`src/rtl/irrigation_actuator_if.sv`:
```
// Bus between the irrigation state register (master) and the actuator stage
// (slave): requested mode and tank sensors in, actuator drives and status out.
interface irrigation_actuator_if;
    logic [1:0] state;
    logic [3:0] water_tank_level;
    logic       valve_drip;
    logic       valve_sprinkler;
    logic       valve_fill;
    logic       pump;
    logic       busy;
    logic       fault;
    logic [7:0] cycle_count;

    modport master (
        output state,
        output water_tank_level,
        input  valve_drip,
        input  valve_sprinkler,
        input  valve_fill,
        input  pump,
        input  busy,
        input  fault,
        input  cycle_count
    );

    modport slave (
        input  state,
        input  water_tank_level,
        output valve_drip,
        output valve_sprinkler,
        output valve_fill,
        output pump,
        output busy,
        output fault,
        output cycle_count
    );
endinterface

```
`src/rtl/irrigation_actuator.sv`:
```
// irrigation_actuator: sequences valves and pump for drip / sprinkler / refill
// requests. The valve opens VALVE_LEAD cycles before the pump, the pump runs
// at least MIN_ON cycles and stops PUMP_LAG cycles before the valve closes.
// Dry-run (pumped modes) or a corrupt tank-level code trips a latched fault.
// Optional feature macro: IRRIG_CYCLE_COUNT_EN enables the saturating count of
// completed pumped runs on cycle_count; otherwise cycle_count is tied to zero.
module irrigation_actuator #(
    parameter int unsigned VALVE_LEAD = 4,
    parameter int unsigned PUMP_LAG   = 3,
    parameter int unsigned MIN_ON     = 10
) (
    input logic                  clk,
    input logic                  initialize,
    irrigation_actuator_if.slave bus
);

    typedef enum logic [2:0] {
        IDLE,
        OPEN,
        RUN,
        STOP,
        FAULT
    } fsm_e;

    localparam logic [7:0] LEAD_LOAD = 8'(VALVE_LEAD - 1);
    localparam logic [7:0] LAG_LOAD  = 8'(PUMP_LAG - 1);
    localparam logic [7:0] RUN_LOAD  = 8'(MIN_ON - 1);

    fsm_e       state_q;
    logic [1:0] m_q;
    logic [7:0] timer_q;

    logic valve_drip_q;
    logic valve_sprinkler_q;
    logic valve_fill_q;
    logic pump_q;
    logic busy_q;
    logic fault_q;

    logic level_ok_d;
    logic dry_d;
    logic pumped_d;
    logic trip_d;

    // Accept only thermometer codes from the tank sensors.
    always_comb begin
        level_ok_d = 1'b0;
        case (bus.water_tank_level)
            4'b0000, 4'b0001, 4'b0011, 4'b0111, 4'b1111: level_ok_d = 1'b1;
            default:                                     level_ok_d = 1'b0;
        endcase
    end

    assign dry_d    = ~bus.water_tank_level[0];
    assign pumped_d = (m_q == 2'b01) || (m_q == 2'b10);
    assign trip_d   = (state_q != FAULT) &&
                      (!level_ok_d ||
                       (dry_d && pumped_d && ((state_q == OPEN) || (state_q == RUN))));

    // Sequencing FSM with shared down-timer and latched mode.
    always_ff @(posedge clk) begin
        if (!initialize) begin
            state_q <= IDLE;
            m_q     <= '0;
            timer_q <= '0;
        end else if (trip_d) begin
            state_q <= FAULT;
        end else begin
            case (state_q)
                IDLE: begin
                    if (bus.state != 2'b00) begin
                        m_q     <= bus.state;
                        timer_q <= LEAD_LOAD;
                        state_q <= OPEN;
                    end
                end
                OPEN: begin
                    if (bus.state != m_q) begin
                        m_q     <= '0;
                        state_q <= IDLE;
                    end else if (timer_q == '0) begin
                        timer_q <= RUN_LOAD;
                        state_q <= RUN;
                    end else begin
                        timer_q <= timer_q - 8'd1;
                    end
                end
                RUN: begin
                    if (timer_q != '0) begin
                        timer_q <= timer_q - 8'd1;
                    end else if (bus.state != m_q) begin
                        timer_q <= LAG_LOAD;
                        state_q <= STOP;
                    end
                end
                STOP: begin
                    if (timer_q == '0) begin
                        m_q     <= '0;
                        state_q <= IDLE;
                    end else begin
                        timer_q <= timer_q - 8'd1;
                    end
                end
                FAULT: begin
                    if ((bus.state == 2'b00) && level_ok_d) begin
                        m_q     <= '0;
                        timer_q <= '0;
                        state_q <= IDLE;
                    end
                end
                default: state_q <= IDLE;
            endcase
        end
    end

    // Actuator drives registered from the registered state and latched mode.
    always_ff @(posedge clk) begin
        if (!initialize) begin
            valve_drip_q      <= 1'b0;
            valve_sprinkler_q <= 1'b0;
            valve_fill_q      <= 1'b0;
            pump_q            <= 1'b0;
            busy_q            <= 1'b0;
            fault_q           <= 1'b0;
        end else begin
            valve_drip_q      <= ((state_q == OPEN) || (state_q == RUN) || (state_q == STOP)) && (m_q == 2'b01);
            valve_sprinkler_q <= ((state_q == OPEN) || (state_q == RUN) || (state_q == STOP)) && (m_q == 2'b10);
            valve_fill_q      <= ((state_q == OPEN) || (state_q == RUN) || (state_q == STOP)) && (m_q == 2'b11);
            pump_q            <= (state_q == RUN) && pumped_d;
            busy_q            <= (state_q != IDLE);
            fault_q           <= (state_q == FAULT);
        end
    end

    assign bus.valve_drip      = valve_drip_q;
    assign bus.valve_sprinkler = valve_sprinkler_q;
    assign bus.valve_fill      = valve_fill_q;
    assign bus.pump            = pump_q;
    assign bus.busy            = busy_q;
    assign bus.fault           = fault_q;

`ifdef IRRIG_CYCLE_COUNT_EN
    logic [7:0] count_q;
    logic       run_done_d;

    // A run counts only when RUN hands over to STOP; a trip out of RUN does not.
    assign run_done_d = (state_q == RUN) && (timer_q == '0) && (bus.state != m_q) &&
                        pumped_d && !trip_d;

    // Saturating count of completed pumped runs.
    always_ff @(posedge clk) begin
        if (!initialize) begin
            count_q <= '0;
        end else if (run_done_d && (count_q != 8'hFF)) begin
            count_q <= count_q + 8'd1;
        end
    end

    assign bus.cycle_count = count_q;
`else
    assign bus.cycle_count = '0;
`endif

endmodule

```
`src/flat_wrapper.sv`:
```
// flat-port wrapper written by rule: the top's interface ports become plain ports
module irrigation_actuator_flat 
#(
    parameter int unsigned VALVE_LEAD = 4,
    parameter int unsigned PUMP_LAG   = 3,
    parameter int unsigned MIN_ON     = 10
)
  (clk, initialize, bus_state, bus_water_tank_level, bus_valve_drip, bus_valve_sprinkler, bus_valve_fill, bus_pump, bus_busy, bus_fault, bus_cycle_count);
  irrigation_actuator_if bus_i ();
  input logic clk;
  input logic initialize;
  input wire logic [$bits(bus_i.state)-1:0] bus_state;
  input wire logic [$bits(bus_i.water_tank_level)-1:0] bus_water_tank_level;
  output wire logic [$bits(bus_i.valve_drip)-1:0] bus_valve_drip;
  output wire logic [$bits(bus_i.valve_sprinkler)-1:0] bus_valve_sprinkler;
  output wire logic [$bits(bus_i.valve_fill)-1:0] bus_valve_fill;
  output wire logic [$bits(bus_i.pump)-1:0] bus_pump;
  output wire logic [$bits(bus_i.busy)-1:0] bus_busy;
  output wire logic [$bits(bus_i.fault)-1:0] bus_fault;
  output wire logic [$bits(bus_i.cycle_count)-1:0] bus_cycle_count;
  assign bus_i.state = bus_state;
  assign bus_i.water_tank_level = bus_water_tank_level;
  assign bus_valve_drip = bus_i.valve_drip;
  assign bus_valve_sprinkler = bus_i.valve_sprinkler;
  assign bus_valve_fill = bus_i.valve_fill;
  assign bus_pump = bus_i.pump;
  assign bus_busy = bus_i.busy;
  assign bus_fault = bus_i.fault;
  assign bus_cycle_count = bus_i.cycle_count;
  irrigation_actuator #(.VALVE_LEAD(VALVE_LEAD), .PUMP_LAG(PUMP_LAG), .MIN_ON(MIN_ON)) u_core (.clk(clk), .initialize(initialize), .bus(bus_i));
endmodule
```
`config.mk`:
```
export PLATFORM = sky130hd
export DESIGN_NAME = irrigation_actuator_flat
export DESIGN_NICKNAME = d
export VERILOG_FILES = /design/src/rtl/irrigation_actuator_if.sv /design/src/rtl/irrigation_actuator.sv /design/src/flat_wrapper.sv
export SDC_FILE = /design/constraint.sdc
export NUM_CORES = 1
export LEC_CHECK = 0
export ABC_AREA = 1
export BUFFER_PORTS_ARGS = -buffer_cell sky130_fd_sc_hd__buf_2
export CORE_MARGIN = 2
export CORE_UTILIZATION = 50
export DETAILED_ROUTE_END_ITERATION = 10
export PLACE_DENSITY_LB_ADDON = 0.2
export SETUP_SLACK_MARGIN = 0.02
export SLEW_MARGIN = 20
export SYNTH_ARGS = -nofsm -noshare
export SYNTH_HDL_FRONTEND = slang
export SYNTH_SLANG_ARGS = --single-unit
```
`constraint.sdc`:
```
create_clock -name clk -period 4.6 [get_ports clk]
set_input_delay 0.92 -clock clk [delete_from_list [all_inputs] [get_ports clk]]
set_output_delay 0.92 -clock clk [all_outputs]
set_load 0.02 [all_outputs]
```
==> summary.txt <==
Global route
  – Final global-route overflow total: 0
  – Global-route wire length before repair: 4.36 mm
  – Largest net degree at the start of global routing: 15
  – All-layer global routing usage: 17.4%
  – Via count of the first global-routing pass: 1032
  – Number of antenna violations at the first check in global routing: 0

Logic synthesis
  – Post-synthesis cell type count: 27
  – Number of synthesized register bits: 19
  – Yosys warning total: 0
  – Instance count of the mapped netlist: 221
  – Post-synthesis sequential area ratio: 28.0%
  – Post-Syn Area: 0.00136 mm²
  – Synth Area per Inst: 6.14 µm²

Worst hold path
  – Min-delay worst type: reg2reg

Timing
  – Clock tree skew after final layout: 8.24 ps
  – Min Clock Period, post-route: 1930 ps
  – Count of final setup violators: 0
  – Max Transition Viols Final: 0
  – Maximum frequency from static timing analysis: 0.518 GHz
  – RSZ-0062 raised after global routing: false
  – Portion of the clock cycle consumed by the worst path in the final layout: 41.9%
  – Final hold violation count: 0
  – TNS Setup: 0 ps
  – Final worst hold slack: 518 ps

Power
  – Worst vdd ir: 0.337 mV
  – Static power due to leakage: 0.000766 µW
  – Power per cell area: 521 mW/mm²

Cells and area
  – Post-layout net count: 249
  – Layout overhead on the synthesized area: 5.90%
  – # fillers: 280
  – Commonest non-fill, non-tap cells in the layout: sky130_fd_sc_hd__nand2_1, sky130_fd_sc_hd__nor2_1, sky130_fd_sc_hd__inv_1
  – Final instance area: 0.00144 mm²
  – Number of diodes added for antenna fixing: 0
  – Commonest non-fill, non-tap cell in the layout: sky130_fd_sc_hd__nand2_1
  – Layout cells sized above 1: 15.3%

Setup path
  – Critical path data required time: 4810 ps
  – Critical path peak fanout: 14
  – Type of destination of the critical path: flip-flop
  – Worst setup slack for register-to-register paths: 2870 ps
  – Worst R2R End: u_core.timer_q[0]$_SDFFE_PN0P_
  – Worst Path Class, Setup: in2reg
  – CP Launch Type: input port
  – Data arrival time of the critical path: 2130 ps
  – Destination of the critical timing path: u_core.timer_q[0]$_SDFFE_PN0P_
  – Worst r2r path cells: 11
  – Worst setup path startpoint: bus_state[0]
  – CP max-delay cell: sky130_fd_sc_hd__nor2_4
  – Beginning of the worst register-to-register path: u_core.m_q[0]$_SDFFE_PN0P_
  – Longest individual stage delay on the worst path: 270 ps
  – Series of cell instances along the critical path: buf_2 > nor2_1 > nand3_1 > a21boi_4 > nand2_2 > nor2_4 > nand2_1 > nand2_1 > nor2_1

Route
  – Count of nets left with antenna violations after detail routing: 0
  – Initial DRC count: 38
  – Total number of vias: 1295
  – Final wirelength: 2.63 mm
  – Via/cell ratio: 4.89
  – Count of TritonRoute iterations in the first routing pass: 5
  – Number of remaining DRC errors: 0
  – Routed wirelength normalized by instance count: 9.93 µm

Run status
  – Result of the run: completed

Die
  – I/O pin total: 22
  – Number of rows in the core area: 18
  – Chip height: 56.1 µm
  – Initial cell density of the core: 53.8%
  – DIE WIDTH: 56.1 µm
  – DIE AREA: 0.00314 mm²
  – Core outline area: 0.00252 mm²

CTS
  – Clock root cell: sky130_fd_sc_hd__clkbuf_4
  – Largest buffer count on any clock path: 2
  – Number of CTS-inserted buffers: 3
  – Clock-pin slew on the worst setup and hold paths: 110 ps
  – Number of H-tree levels: 1
  – Cts-stage hold buffer count: 0
  – Clock tree from TritonCTS: yes
  – CTS sink count: 19
  – Post-cts sizing count: 0
  – Latest clock arrival within the worst-skew pair: 300 ps
  – Number of post-CTS setup repair buffers: 0

Placement
  – Gpl congestion: 0.824
  – Port Buffers: 13
  – DP HPWL: 2.07 mm
  – Placed standard-cell area: 0.00141 mm²

Run
  – Max-cap violation count: 0
[per-layer routing]
| metal | part of all wire [%] | track usage, % | vias up | wire, µm |
|---|---|---|---|---|
| met1 | 52 | 24.5 | 568 | 1370 |
| met5 | 0 | 0 | - | 0 |
| met3 | 4.5 | 2.79 | 4 | 118 |
| met2 | 42 | 26.2 | 29 | 1090 |
| met4 | 1.7 | 7.14 | 0 | 46 |
| li1 | - | - | 694 | - |
[final cells by class]
cell class	count	area, µm²	area share [%]
Clock buffer	3	22.5	1.57
Timing Repair Buffer	13	65.1	4.53
Clock inverter	1	5.00	0.348
Sequential cell	19	380	26.5
Multi-Input combinational cell	173	828	57.7
Tap cell	30	37.5	2.61
Inverter	26	97.6	6.79
[power breakdown]
| part | internal, µW | switching, µW | total, µW | leakage (µW) |
|---|---|---|---|---|
| sequential | 201 | 39.1 | 240 | 0.000156 |
| clock | 32.4 | 54.9 | 87.3 | 0.0000177 |
| combinational | 152 | 270 | 421 | 0.000593 |
[registers in the layout, summed over array words and instances, names as in the netlist]
| signal | cells |
|---|---|
| u_core.bus.valve_fill | 1 |
| u_core.m_q | 2 |
| u_core.bus.valve_drip | 1 |
| u_core.bus.valve_sprinkler | 1 |
| u_core.bus.pump | 1 |
| u_core.bus.fault | 1 |
| u_core.timer_q | 8 |
| u_core.state_q | 3 |
| u_core.bus.busy | 1 |
[critical path: cells and delay by family]
kind / cells / cell delay [ps]
simple gates: 7 / 900
buf+inv: 1 / 120
compound gates: 1 / 190
[per-stage QoR]
stage	cells	util [%]	total power, µW	setup WS (ps)
final	265	56.9	749	2670
after floorplan	228	-	599	2670
after CTS	265	56.9	751	2670
after global routing	265	56.9	821	2540
after global placement	261	55.9	662	2350
after detailed placement	261	55.9	660	2340
[logic make-up (layout without fill, tap and decap cells)]
logic type      after synthesis  after routing  share of synthesized area (%)
simple gates                141            141                           44.7
buf+inv                      36             43                           12.8
flops                        19             19                           28.0
compound gates               16             16                           7.66
fa+ha+maj                     5              5                           4.61
xor+xnor                      3              3                           1.94
other cells                   1              8                          0.276
[cells in the mapped netlist]
master                      n  area (µm²)
sky130_fd_sc_hd__buf_2      1        5.00
sky130_fd_sc_hd__xor2_1     2        17.5
sky130_fd_sc_hd__inv_1     22        82.6
sky130_fd_sc_hd__inv_2      4        15.0
sky130_fd_sc_hd__nand2_2    5        31.3
sky130_fd_sc_hd__dfxtp_1   19         380
sky130_fd_sc_hd__xnor2_1    1        8.76
sky130_fd_sc_hd__nor2_1    52         195
sky130_fd_sc_hd__nor3_1     3        15.0
sky130_fd_sc_hd__nand3_1   10        50.1
sky130_fd_sc_hd__nand3b_1   1        7.51
sky130_fd_sc_hd__o211ai_1   1        7.51
sky130_fd_sc_hd__a21boi_4   1        18.8
sky130_fd_sc_hd__or2_2      1        6.26
sky130_fd_sc_hd__nand4_1    3        18.8
sky130_fd_sc_hd__o21ai_0    5        25.0
sky130_fd_sc_hd__nand2_1   60         225
sky130_fd_sc_hd__o21ai_2    1        8.76
sky130_fd_sc_hd__nor2_4     3        33.8
sky130_fd_sc_hd__ha_1       5        62.6
sky130_fd_sc_hd__nor2_2     2        12.5
sky130_fd_sc_hd__a31o_2     1        8.76
sky130_fd_sc_hd__nand3_2    1        10.0
sky130_fd_sc_hd__conb_1     1        3.75
sky130_fd_sc_hd__a21oi_1    7        35.0
sky130_fd_sc_hd__buf_4      8        60.1
sky130_fd_sc_hd__buf_6      1        11.3
[worst min-delay path by stage]
stage	from	endpoint	slack [ps]	cells past startpoint
final	u_core.timer_q[1]$_SDFFE_PN0P_	u_core.timer_q[1]$_SDFFE_PN0P_	520	2
after global routing	u_core.m_q[0]$_SDFFE_PN0P_	u_core.m_q[0]$_SDFFE_PN0P_	570	2
after CTS	u_core.timer_q[1]$_SDFFE_PN0P_	u_core.timer_q[1]$_SDFFE_PN0P_	520	2
after detailed placement	u_core.timer_q[1]$_SDFFE_PN0P_	u_core.timer_q[1]$_SDFFE_PN0P_	510	2
after global placement	u_core.timer_q[0]$_SDFFE_PN0P_	u_core.timer_q[0]$_SDFFE_PN0P_	500	2
after floorplan	u_core.timer_q[0]$_SDFFE_PN0P_	u_core.timer_q[0]$_SDFFE_PN0P_	470	2
Power figures use the tool's default switching activity.
